===== src/rtl/mod_seq_div.sv =====
// mod_seq_div: sequential restoring divider with valid/ready handshakes.
// The WIDTH-bit unsigned dividend is divided by a runtime DWIDTH-bit
// divisor, MSB first, retiring BITS_PER_CYCLE quotient bits per clock.
// The remainder is always produced. The full quotient (out_quot and its
// shift register) is present only when the QUOTIENT_EN macro is defined;
// without it the block is remainder-only with identical timing.
module mod_seq_div #(
  parameter int WIDTH          = 32,
  parameter int DWIDTH         = 8,
  parameter int BITS_PER_CYCLE = 1
) (
  input  logic              clk,
  input  logic              rst_n,
  input  logic              in_valid,
  output logic              in_ready,
  input  logic [WIDTH-1:0]  in_data,
  input  logic [DWIDTH-1:0] in_div,
  output logic              out_valid,
  input  logic              out_ready,
  output logic [DWIDTH-1:0] out_rem,
`ifdef QUOTIENT_EN
  output logic [WIDTH-1:0]  out_quot,
`endif
  output logic              out_div0
);

  // Number of BUSY cycles needed to consume the whole dividend.
  localparam int STEPS = WIDTH / BITS_PER_CYCLE;
  // Wide enough to hold STEPS, so the counter never wraps before DONE.
  localparam int CNT_W = $clog2(STEPS + 1);

  typedef enum logic [1:0] {
    IDLE = 2'd0,
    BUSY = 2'd1,
    DONE = 2'd2
  } state_t;

  state_t            state_reg;
  state_t            state_next;
  logic [CNT_W-1:0]  cnt_reg;
  logic [WIDTH-1:0]  dvd_reg;      // dividend, shifted left as bits are consumed
  logic [DWIDTH-1:0] div_reg;      // latched divisor
  logic [DWIDTH-1:0] rem_reg;      // partial remainder (always < divisor)
  logic              out_valid_reg;
  logic              div0_reg;
  logic [DWIDTH-1:0] rem_step;     // remainder after this cycle's steps
  logic              last_cycle;
  logic              handoff;

`ifdef QUOTIENT_EN
  logic [WIDTH-1:0]          quot_reg;
  logic [BITS_PER_CYCLE-1:0] q_bits;   // quotient bits produced this cycle, MSB first
`endif

  assign last_cycle = (state_reg == BUSY) && (cnt_reg == CNT_W'(STEPS - 1));
  assign handoff    = out_valid_reg && out_ready;

  // Unrolled restoring-division steps. Each step appends the next dividend
  // bit to the remainder (DWIDTH+1 bits, so the shift cannot overflow) and
  // subtracts the divisor when it fits. Because the remainder going in is
  // already below the divisor, the result after subtraction fits in DWIDTH
  // bits and the subtraction can be done modulo 2^DWIDTH.
  genvar gi;
  generate
    for (gi = 0; gi < BITS_PER_CYCLE; gi++) begin : step_g
      logic [DWIDTH-1:0] rem_in;
      logic [DWIDTH:0]   shifted;
      logic [DWIDTH-1:0] diff;
      logic [DWIDTH-1:0] rem_out;
      logic              take;

      if (gi == 0) begin : g_src_first
        assign rem_in = rem_reg;
      end else begin : g_src_chain
        assign rem_in = step_g[gi-1].rem_out;
      end

      assign shifted = {rem_in, dvd_reg[WIDTH-1-gi]};
      assign take    = (shifted >= {1'b0, div_reg});
      assign diff    = shifted[DWIDTH-1:0] - div_reg;
      assign rem_out = take ? diff : shifted[DWIDTH-1:0];
`ifdef QUOTIENT_EN
      assign q_bits[BITS_PER_CYCLE-1-gi] = take;
`endif
    end
  endgenerate

  assign rem_step = step_g[BITS_PER_CYCLE-1].rem_out;

  // State register; reset lands in IDLE so in_ready is high during reset.
  always_ff @(posedge clk or negedge rst_n) begin
    if (!rst_n) begin
      state_reg <= IDLE;
    end else begin
      state_reg <= state_next;
    end
  end

  // Next-state logic. A zero divisor skips BUSY entirely.
  always_comb begin
    state_next = state_reg;
    case (state_reg)
      IDLE: begin
        if (in_valid) begin
          state_next = (in_div == '0) ? DONE : BUSY;
        end
      end
      BUSY: begin
        if (last_cycle) begin
          state_next = DONE;
        end
      end
      DONE: begin
        if (handoff) begin
          state_next = IDLE;
        end
      end
      default: state_next = IDLE;
    endcase
  end

  // Operand capture and per-cycle division steps.
  always_ff @(posedge clk or negedge rst_n) begin
    if (!rst_n) begin
      cnt_reg <= '0;
      dvd_reg <= '0;
      div_reg <= '0;
      rem_reg <= '0;
    end else begin
      case (state_reg)
        IDLE: begin
          if (in_valid) begin
            cnt_reg <= '0;
            dvd_reg <= in_data;
            div_reg <= in_div;
            rem_reg <= '0;
          end
        end
        BUSY: begin
          cnt_reg <= cnt_reg + 1'b1;
          dvd_reg <= dvd_reg << BITS_PER_CYCLE;
          rem_reg <= rem_step;
        end
        default: ;
      endcase
    end
  end

`ifdef QUOTIENT_EN
  // Quotient shift register: new bits enter at the LSB each BUSY cycle.
  // A zero divisor loads all ones as the defined divide-by-zero quotient.
  always_ff @(posedge clk or negedge rst_n) begin
    if (!rst_n) begin
      quot_reg <= '0;
    end else begin
      if (state_reg == IDLE && in_valid) begin
        quot_reg <= (in_div == '0) ? '1 : '0;
      end else if (state_reg == BUSY) begin
        quot_reg <= (quot_reg << BITS_PER_CYCLE) | WIDTH'(q_bits);
      end
    end
  end

  assign out_quot = quot_reg;
`endif

  // Result flags. A normal result is flagged valid on the edge that ends
  // the last BUSY cycle. A zero divisor enters DONE on the accepting edge
  // and raises out_valid one edge later, giving it a one-cycle latency.
  always_ff @(posedge clk or negedge rst_n) begin
    if (!rst_n) begin
      out_valid_reg <= 1'b0;
      div0_reg      <= 1'b0;
    end else begin
      case (state_reg)
        IDLE: begin
          if (in_valid) begin
            div0_reg <= (in_div == '0);
          end
        end
        BUSY: begin
          if (last_cycle) begin
            out_valid_reg <= 1'b1;
          end
        end
        DONE: begin
          if (!out_valid_reg) begin
            out_valid_reg <= 1'b1;
          end else if (out_ready) begin
            out_valid_reg <= 1'b0;
          end
        end
        default: out_valid_reg <= 1'b0;
      endcase
    end
  end

  assign in_ready  = (state_reg == IDLE);
  assign out_valid = out_valid_reg;
  assign out_rem   = rem_reg;
  assign out_div0  = div0_reg;

endmodule


===== config.mk =====
export PLATFORM = sky130hd
export DESIGN_NAME = mod_seq_div
export DESIGN_NICKNAME = d
export VERILOG_FILES = /design/src/rtl/mod_seq_div.sv
export SDC_FILE = /design/constraint.sdc
export NUM_CORES = 1
export LEC_CHECK = 0
export ABC_AREA = 1
export BUFFER_PORTS_ARGS = -buffer_cell sky130_fd_sc_hd__buf_4
export CAP_MARGIN = 5
export CELL_PAD_IN_SITES_DETAIL_PLACEMENT = 1
export CELL_PAD_IN_SITES_GLOBAL_PLACEMENT = 2
export CORE_MARGIN = 2
export CORE_UTILIZATION = 35
export DETAILED_ROUTE_END_ITERATION = 16
export PLACE_DENSITY = 0.8
export RECOVER_POWER = 50
export SKIP_CTS_REPAIR_TIMING = 1
export SYNTH_ARGS = -nofsm -noshare
export SYNTH_HDL_FRONTEND = slang
export SYNTH_SLANG_ARGS = --single-unit

===== constraint.sdc =====
create_clock -name clk -period 3.15 [get_ports clk]
set_clock_uncertainty 0.05 [all_clocks]
set_input_delay 0.1575 -clock clk [delete_from_list [all_inputs] [get_ports clk]]
set_output_delay 0.1575 -clock clk [all_outputs]
set_load 0.05 [all_outputs]

==> summary.md <==
| Metric | Value |
|---|---|
| Status | finished, violations left |
| Failing checks | negative hold slack |
| Die area | 10000 µm² |
| Mapped Cells | 385 |
| Largest net degree at the start of global routing | 59 |
| Worst setup margin | 0.957 ns |
| Synth area leaders | dfrtp_1, nand2_1, a22oi_2 |
| Clock root buffer | clkbuf_8 |
| CP Max Fanout | 19 |
| Die X | 100 µm |
| GR Util All Layers | 17.1% |
| Drt total wl | 8020 µm |
| Yosys top cell by area | dfrtp_1 |
| Inserted Diodes | 0 |
| Vias in the first global route | between 2k and 3k |
| Yosys warnings | 0 |
| Routed via count | 2757 |
| Data required, critical path | 3.38 ns |
| RSZ-0062 raised after global routing | no |
| Initial Util | 35.5% |
| Hold Path Class | input port to register |
| Final Util | between 40% and 50% |
| Max_cap viols | 0 |
| DR vias/cell | approximately 4.8 |
| Met2 usage | 28.3% |
| Pwr/cell area | 1110 nW/µm² |
| Leakage | ~0.0021 µW |
| Met1 GRT Util | ~22% |
| Wire per inst | 14.1 µm |
| P&R area growth vs syn | 26.0% |
| Fin Setup TNS | 0 ns |
| Initial antenna violation count | 0 |
| IO Pins | 55 |
| Crit path kind | register to register |
| Syn nets | 442 |
| Actual slew at the worst max-slew pin | 1.45 ns |
| Worst Setup End Kind | register |
| Total CTS buffers | 9 |
| GR Overflow Total | 0 |
| Most frequent cells in the layout | nand2_1, dfrtp_1, buf_4 |
| Rows | 35 |
| Post-synth top area share | 44.9% |
| Mean Syn Cell Area | 8.39 µm² |
| CTS sink count | slightly below 60 |
| Post-Syn Area | 3230 µm² |
| Max Freq | 0.456 GHz |
| Post-synth cell types | 34 |
| Core area | 9110 µm² |
| CTS H-tree lvls | 3 |
| Clk_lat worst skew | 0.34 ns |
| Sequential-to-total area share from yosys stat | 44.9% |
| Fin nets | a little over 500 |
| Max-slew violations | 0 |
| First-pass GRT wire length | 13500 µm |
| Residual DRC | 0 |
| PortBufs | 54 |
| Startpoint Class | register |
| Most Crowded Layer GR | met2 |
| Fraction of layout cells with a size suffix above 1 | between 20% and 30% |
| Slew margin rel. | 3.18% |
| TritonCTS clock tree | built |
| Hold Fails Final Rpt | 3 |
| Post-DP HPWL | 5660 µm |
| IR Drop Worst-Case VDD | 0.625 mV |
| Setup Viol. Count Final | 0 |
| Final Critical Period | 2.19 ns |
| Deepest clock path buffer count | 2 |
| WHS | -0.00755 ns |
| Final ANT Viol Nets | 0 |
| Most common cell after layout, fill and taps aside | nand2_1 |
| Final Wtd Congestion | 0.738 |
| Final period util | 69.6% |
| Dpl ws | 0.915 ns |
| Worst path arrival time | around 2.4 ns |
| CTS clk-pin slew, worst paths | 0.07 ns |
| M3 GR Usage | 4.32% |
| Initial DRC count | 94 |
| Initial DRT Pass Iterations | 4 |
| Flip-flop count of the largest register after layout | 32 |
| Synthesis-stage register bit count | 58 |
| Die Ht | 100 µm |
==> through the flow <==
step	cell area [µm²]	instances	total power (µW)	hold WS, ns
3_3_place_gp	3690	538	3630	0.236
5_1_grt	4070	569	4980	0.00339
4_1_cts	3940	554	4610	-0.142
6_report	4070	569	4520	-0.00755
3_5_place_dp	3690	538	3720	0.237
2_1_floorplan	3230	385	3160	-0.188
==> layer usage <==
metal / vias to the layer above / wire length [µm]
met5: - / 0
met4: 0 / 96
met3: 10 / 289
met2: 40 / 3870
met1: 1329 / 3770
li1: 1378 / -
==> synthesized netlist by cell type (all sizes together) <==
cell      n
a21oi    12
a211oi    1
nor2     13
a22oi    24
fa        1
xor2      2
nand2   135
nand4     4
dfrtp    58
nor3      1
inv      53
or2       1
a31oi     3
o21ai    15
buf      11
nand3b    1
o211ai    5
o31ai     1
nand3    26
ha       12
a22o      1
clkbuf    3
xnor2     2
==> final timing paths <==
kind | endpoint | depth (start not counted) | start | slack, ns
setup / recovery | dvd_reg[24] | 7 | state_reg[0] | 0.96
setup reg to reg | dvd_reg[24] | 7 | state_reg[0] | 0.96
hold / removal | dvd_reg[10] | 3 | in_data[10] | -0.008
min in group asynchronous | dvd_reg[7] | 2 | rst_n | 0.66
hold reg to reg | dvd_reg[4] | 2 | dvd_reg[4] | 0.43
max in group asynchronous | cnt_reg[2] | 2 | rst_n | 1.53
==> where the power goes <==
| group | internal, µW | leakage, µW | switching [µW] | total, µW |
|---|---|---|---|---|
| sequential | 1080 | 0.000730 | 240 | 1320 |
| combinational | 826 | 0.00124 | 1510 | 2340 |
| clock | 548 | 0.000119 | 310 | 858 |
==> kinds of logic after synthesis <==
family / synth area share (%)
buffers and inverters: 9.49
adders and majority gates: 5.27
xor gates and xnor gates: 1.08
and+or+nand+nor: 23.1
AOI/OAI and AO/OA: 16.1
DFF: 44.9
==> critical path, stage by stage (launching register included) <==
cell and delay, ns:
dfrtp_1 0.39, inv_1 0.09, ha_1 0.25, nand2_2 0.25
nor2_4 0.54, buf_4 0.33, a22oi_2 0.10, nand2_1 0.11
==> final cells by class <==
| cell class | instances | area, µm² |
|---|---|---|
| fillers | 1090 | 5040 |
| multi-input cells | 260 | 1480 |
| flip-flops and latches | 58 | 1450 |
| repair buffers | 71 | 549 |
| inverters | 53 | 199 |
| well taps | 111 | 139 |
| clock buffers | 10 | 138 |
| clock inverters | 6 | 114 |
Note: power is estimated with default switching activity, not from simulation.
